===== config.mk =====
export PLATFORM = sky130hd
export DESIGN_NAME = i2c_bit_engine
export DESIGN_NICKNAME = d
export VERILOG_FILES = /design/src/rtl/i2c_bit_engine.sv
export SDC_FILE = /design/constraint.sdc
export NUM_CORES = 1
export LEC_CHECK = 0
export CAP_MARGIN = 5
export CORE_MARGIN = 2
export CORE_UTILIZATION = 25
export CTS_BUF_LIST = sky130_fd_sc_hd__clkbuf_4
export DETAILED_ROUTE_END_ITERATION = 10
export MAX_ROUTING_LAYER = met4
export SYNTH_ARGS = -nofsm -noshare
export SYNTH_HDL_FRONTEND = slang
export SYNTH_SLANG_ARGS = --single-unit

===== constraint.sdc =====
create_clock -name clock -period 2.65 [get_ports clock]
set_input_delay 0.53 -clock clock [delete_from_list [all_inputs] [get_ports clock]]
set_output_delay 0.53 -clock clock [all_outputs]
set_load 0.02 [all_outputs]

===== src/rtl/i2c_bit_engine.sv =====
// ---------------------------------------------------------------------------
// i2c_bit_engine
//   I2C master bit-level engine. Each accepted go runs one bus primitive
//   (START, STOP, DATA_0/1, ACK/NACK, READ) over four quarters of
//   QUARTER_DIV clock cycles each, driving open-drain enables for SCL/SDA
//   and sampling SDA back at the end of the high phase.
//
// Parameters
//   QUARTER_DIV  clock cycles per quarter bit period (>= 1)
//
// Build option
//   I2C_CLOCK_STRETCH_EN  when defined, the divider is frozen during Q1 while
//                         scl_in reads low (slave clock stretching). When
//                         undefined, scl_in is ignored and timing is fixed.
//
// Ports
//   clock    in   system clock, rising edge
//   reset_n  in   asynchronous active-low reset
//   go       in   command request, sampled only while idle
//   command  in   000 NOP, 001 READ, 010 START, 011 STOP,
//                 100 DATA_0, 101 DATA_1, 110 ACK, 111 NACK
//   busy     out  high while a primitive is executing
//   finish   out  one-cycle pulse on the last cycle of a primitive
//   rx_bit   out  SDA value sampled during the latest data-type primitive
//   scl_oe   out  1 = pull SCL low, 0 = release
//   sda_oe   out  1 = pull SDA low, 0 = release
//   scl_in   in   SCL readback (already synchronised)
//   sda_in   in   SDA readback (already synchronised)
// ---------------------------------------------------------------------------
module i2c_bit_engine #(
  parameter int QUARTER_DIV = 4
) (
  input  logic       clock,
  input  logic       reset_n,
  input  logic       go,
  input  logic [2:0] command,
  output logic       busy,
  output logic       finish,
  output logic       rx_bit,
  output logic       scl_oe,
  output logic       sda_oe,
  input  logic       scl_in,
  input  logic       sda_in
);

  localparam logic [2:0] CMD_NOP   = 3'b000;
  localparam logic [2:0] CMD_START = 3'b010;
  localparam logic [2:0] CMD_STOP  = 3'b011;
  localparam logic [2:0] CMD_DATA0 = 3'b100;
  localparam logic [2:0] CMD_ACK   = 3'b110;

  localparam int DIV_W = (QUARTER_DIV > 1) ? $clog2(QUARTER_DIV) : 1;
  localparam logic [DIV_W-1:0] DIV_LAST = DIV_W'(QUARTER_DIV - 1);

  typedef enum logic {IDLE, RUN} state_t;

  state_t           state_reg, state_next;
  logic [1:0]       quarter_reg, quarter_next;
  logic [DIV_W-1:0] div_reg, div_next;
  logic [2:0]       cmd_reg, cmd_next;
  logic             scl_oe_reg, scl_oe_next;
  logic             sda_oe_reg, sda_oe_next;
  logic             rx_bit_reg, rx_bit_next;
  logic             nop_done_reg, nop_done_next;
  logic             div_freeze;
  logic             is_data;

  // Line enables {scl_oe, sda_oe} for a given command and quarter.
  function automatic logic [1:0] line_levels(input logic [2:0] cmd, input logic [1:0] q);
    logic [1:0] lv;
    lv = 2'b00;
    case (cmd)
      CMD_START: case (q)
        2'd0: lv = 2'b10;
        2'd1: lv = 2'b00;
        2'd2: lv = 2'b01;
        default: lv = 2'b11;
      endcase
      CMD_STOP: case (q)
        2'd0: lv = 2'b11;
        2'd1: lv = 2'b01;
        default: lv = 2'b00;
      endcase
      default: begin
        // Data-type bit: SCL low at the edges, SDA constant for the whole bit.
        lv[1] = (q == 2'd0) || (q == 2'd3);
        lv[0] = (cmd == CMD_DATA0) || (cmd == CMD_ACK);
      end
    endcase
    return lv;
  endfunction

`ifdef I2C_CLOCK_STRETCH_EN
  // A slave holding SCL low during the high phase stalls the divider, so Q1
  // is measured from the moment SCL actually rises.
  assign div_freeze = (state_reg == RUN) && (quarter_reg == 2'd1) && !scl_in;
`else
  logic unused_scl_in;
  assign unused_scl_in = scl_in;
  assign div_freeze    = 1'b0;
`endif

  assign is_data = (cmd_reg != CMD_START) && (cmd_reg != CMD_STOP);

  always_comb begin
    state_next    = state_reg;
    quarter_next  = quarter_reg;
    div_next      = div_reg;
    cmd_next      = cmd_reg;
    scl_oe_next   = scl_oe_reg;
    sda_oe_next   = sda_oe_reg;
    rx_bit_next   = rx_bit_reg;
    nop_done_next = 1'b0;
    case (state_reg)
      IDLE: begin
        if (go) begin
          if (command == CMD_NOP) begin
            nop_done_next = 1'b1;
          end else begin
            state_next   = RUN;
            cmd_next     = command;
            quarter_next = 2'd0;
            div_next     = '0;
            {scl_oe_next, sda_oe_next} = line_levels(command, 2'd0);
          end
        end
      end
      RUN: begin
        if (!div_freeze) begin
          if (div_reg == DIV_LAST) begin
            div_next = '0;
            if (quarter_reg == 2'd3) begin
              // Lines keep their Q3 levels while idle (released after STOP).
              state_next = IDLE;
            end else begin
              quarter_next = quarter_reg + 2'd1;
              {scl_oe_next, sda_oe_next} = line_levels(cmd_reg, quarter_reg + 2'd1);
            end
          end else begin
            div_next = div_reg + 1'b1;
          end
        end
        if ((quarter_reg == 2'd2) && (div_reg == DIV_LAST) && is_data)
          rx_bit_next = sda_in;
      end
      default: state_next = IDLE;
    endcase
  end

  always_ff @(posedge clock or negedge reset_n) begin
    if (!reset_n) begin
      state_reg    <= IDLE;
      quarter_reg  <= 2'd0;
      div_reg      <= '0;
      cmd_reg      <= CMD_NOP;
      scl_oe_reg   <= 1'b0;
      sda_oe_reg   <= 1'b0;
      rx_bit_reg   <= 1'b0;
      nop_done_reg <= 1'b0;
    end else begin
      state_reg    <= state_next;
      quarter_reg  <= quarter_next;
      div_reg      <= div_next;
      cmd_reg      <= cmd_next;
      scl_oe_reg   <= scl_oe_next;
      sda_oe_reg   <= sda_oe_next;
      rx_bit_reg   <= rx_bit_next;
      nop_done_reg <= nop_done_next;
    end
  end

  assign busy   = (state_reg == RUN);
  assign finish = ((state_reg == RUN) && (quarter_reg == 2'd3) && (div_reg == DIV_LAST))
                  || nop_done_reg;
  assign rx_bit = rx_bit_reg;
  assign scl_oe = scl_oe_reg;
  assign sda_oe = sda_oe_reg;

endmodule


==> flow_metrics.tcl <==
set metrics [dict create \
    status "finished clean" \
    ys_ff_latch 12 \
    power.switching_mw 0.3232 \
    coreArea_mm2 0.002276 \
    final_area_um2 767.0 \
    worstPathCellList "ha_1 -> a31o_2 -> clkdlybuf4s50_1" \
    antenna_left 0 \
    largest_reg_flops 3 \
    viasPerCell 4.500 \
    initialDrtViolationCount 8 \
    slew_headroom 0.6438 \
    regArea_um2 300.3 \
    start_kind "flop" \
    finalWeightedCongestion 0.7543 \
    crit_end "finish" \
    r2r_slack_ns 1.06 \
    period_share 0.8467 \
    drc_errors 0 \
    numClockSinks 12 \
    min_path_type "reg2reg" \
    cts_buffers 3 \
    rsz0062_at_grt "no" \
    place_inst 91 \
    ys_types 27 \
    root_buffer "clkbuf_4" \
    die_w_um 53.57 \
    r2r_start "quarter_reg[0]" \
    grt-ovfl-total 0 \
    instances_no_fill 94 \
    startpoint "quarter_reg[0]" \
    io_buffers 11 \
    fp-row-count 17 \
    leakagePower_nw 0.3345 \
    p_comb_frac 0.496 \
    ir_drop_mv 0.3891 \
    fmax_mhz 445.7 \
    synth_warnings 0 \
    switching_share 0.3637 \
    dieArea_mm2 0.002870 \
    skew_ns 0.004655 \
    io_pins 13 \
    timing.final.max_slew_violations 0 \
    die_h_um 53.57 \
    syn_nets 65 \
    synth_edf_count 0 \
    crit_slowest_cell "clkdlybuf4s50_1" \
    grt_pass1_vias 444 \
    wl_mm 1.079 \
    layout_common_cells "12 x dfrtp_1, 11 x clkdlybuf4s50_1, 5 x inv_1, 4 x mux2_2" \
    setup_tns_ns 0 \
    drive_gt1_frac 0.1667 \
    placed_area_um2 744.5 \
    seqPwrFrac 0.385 \
    cts.repair.resized 0 \
    cts_max_level 1 \
    final_common_cell "dfrtp_1" \
    postSynthCellCount 54 \
    r2r_end "sda_oe" \
    post_cts_buffers 0 \
    setup_viol 0 \
    grt_pass1_wl_mm 1.945 \
    p_clk_frac 0.119 \
    worst_ep_required_time_ns 2.12 \
    max_stage_delay_ns 0.53 \
    r2r_cells 6 \
    hold_violations 0 \
    cts-hold-fix-buffers 0 \
    p_int_mw 0.5655 \
    syn_avg_cell_area_um2 11.38 \
    start_util 0.2699 \
    tightest_slew_ns 0.5326 \
    power.density_mw_per_mm2 1159 \
    nFillCells 229 \
    via_count 423 \
    syn_area_um2 614.3 \
    synthArstFlopShare 1.000 \
    ys_seq_area_frac 0.4888 \
    arrival_ns 1.71 \
    area_delta_synth_final_pct 24.85 \
    antenna_found_initial 0 \
    drv_cap 0 \
    hpwl_um 826 \
    cts_max_path_buffers 2 \
    multi_input_area_um2 280.3 \
    path_clk_slew_ns 0.07 \
    cp_max_fo 4 \
    wl_per_cell_um 11.48 \
    grt_max_degree 13 \
    insertion_delay_ns 0.26 \
    yosys_most_used_dff "dfrtp_1" \
    period_minus_slack_ns 2.244 \
    grt_use_total 0.09831 \
    drt_pass1_iterations 2 \
    cts_tree "built" \
    crit_type "reg2out" \
    critPathCaptureType "output port" \
    nets 79 \
    utilization 0.3370 \
    antenna_cells 0 \
]
## per-stage QoR
stage	worst slack [ns]	power (mW)	hold slack [ns]
final	0.4063	0.8886	0.5054
after floorplan	0.7824	0.6572	0.2344
after global placement	0.2763	0.7732	0.4869
after CTS	0.3839	0.8970	0.5124
after detailed placement	0.2631	0.7862	0.4960
after global routing	0.3388	0.9735	0.5327
## worst min-delay path by stage
| stage | from | end | slack, ns | cells past startpoint |
|---|---|---|---|---|
| 6_report | div_reg[1] | div_reg[1] | 0.51 | 1 |
| 5_1_grt | div_reg[1] | div_reg[1] | 0.53 | 1 |
| 4_1_cts | div_reg[1] | div_reg[1] | 0.51 | 1 |
| 3_5_place_dp | div_reg[1] | div_reg[1] | 0.50 | 1 |
| 3_3_place_gp | div_reg[1] | div_reg[1] | 0.49 | 1 |
| 2_1_floorplan | reset_n | busy | 0.23 | 0 |
## critical path, delay by kind of cell, from the launching register on
family | cells | cell delay [ns]
AOI/OAI and AO/OA | 1 | 0.24
buffers and inverters | 1 | 0.53
adders and majority gates | 1 | 0.25
DFF | 1 | 0.43
## cells in the mapped netlist, drive strengths merged, types with 2 or more instances
cell type,number,area share
dfrtp,12,0.49
inv,5,0.031
mux2,5,0.098
a21oi,3,0.024
ha,3,0.061
nand2,3,0.018
a31oi,2,0.020
nand3b,2,0.024
o21ai,2,0.016
or3,2,0.029
## layer usage
layer / GRT usage / wire, um / up-vias
met5: - / 0 / -
met4: 0.05128 / 7 / 0
met3: 0.02500 / 29 / 2
met2: 0.1543 / 514 / 7
met1: 0.1159 / 527 / 197
li1: - / - / 217
## power groups by stage
| stage | logic [mW] | registers [mW] | clock network [mW] |
|---|---|---|---|
| finish | 0.441 | 0.342 | 0.106 |
| global route | 0.497 | 0.354 | 0.122 |
| CTS | 0.444 | 0.342 | 0.112 |
| detailed placement | 0.441 | 0.346 | 0 |
| global placement | 0.433 | 0.341 | 0 |
| floorplan | 0.302 | 0.355 | 0 |
## logic make-up after synthesis
group                      after synthesis  share of synthesized area
xor gates and xnor gates                 1                    0.01426
adders and majority gates                3                    0.06111
muxes                                    6                     0.1140
DFF                                     12                     0.4888
AOI/OAI and AO/OA                       12                     0.1283
and+or+nand+nor                         13                     0.1385
buffers and inverters                    7                    0.05499
## cell type report
class	instances	share of cell area
clock buffers	3	0.02936
inverters	5	0.02447
multi-input cells	35	0.3654
well taps	28	0.04568
repair buffers	11	0.1436
flip-flops and latches	12	0.3915
(Power assumes the default switching activity.)
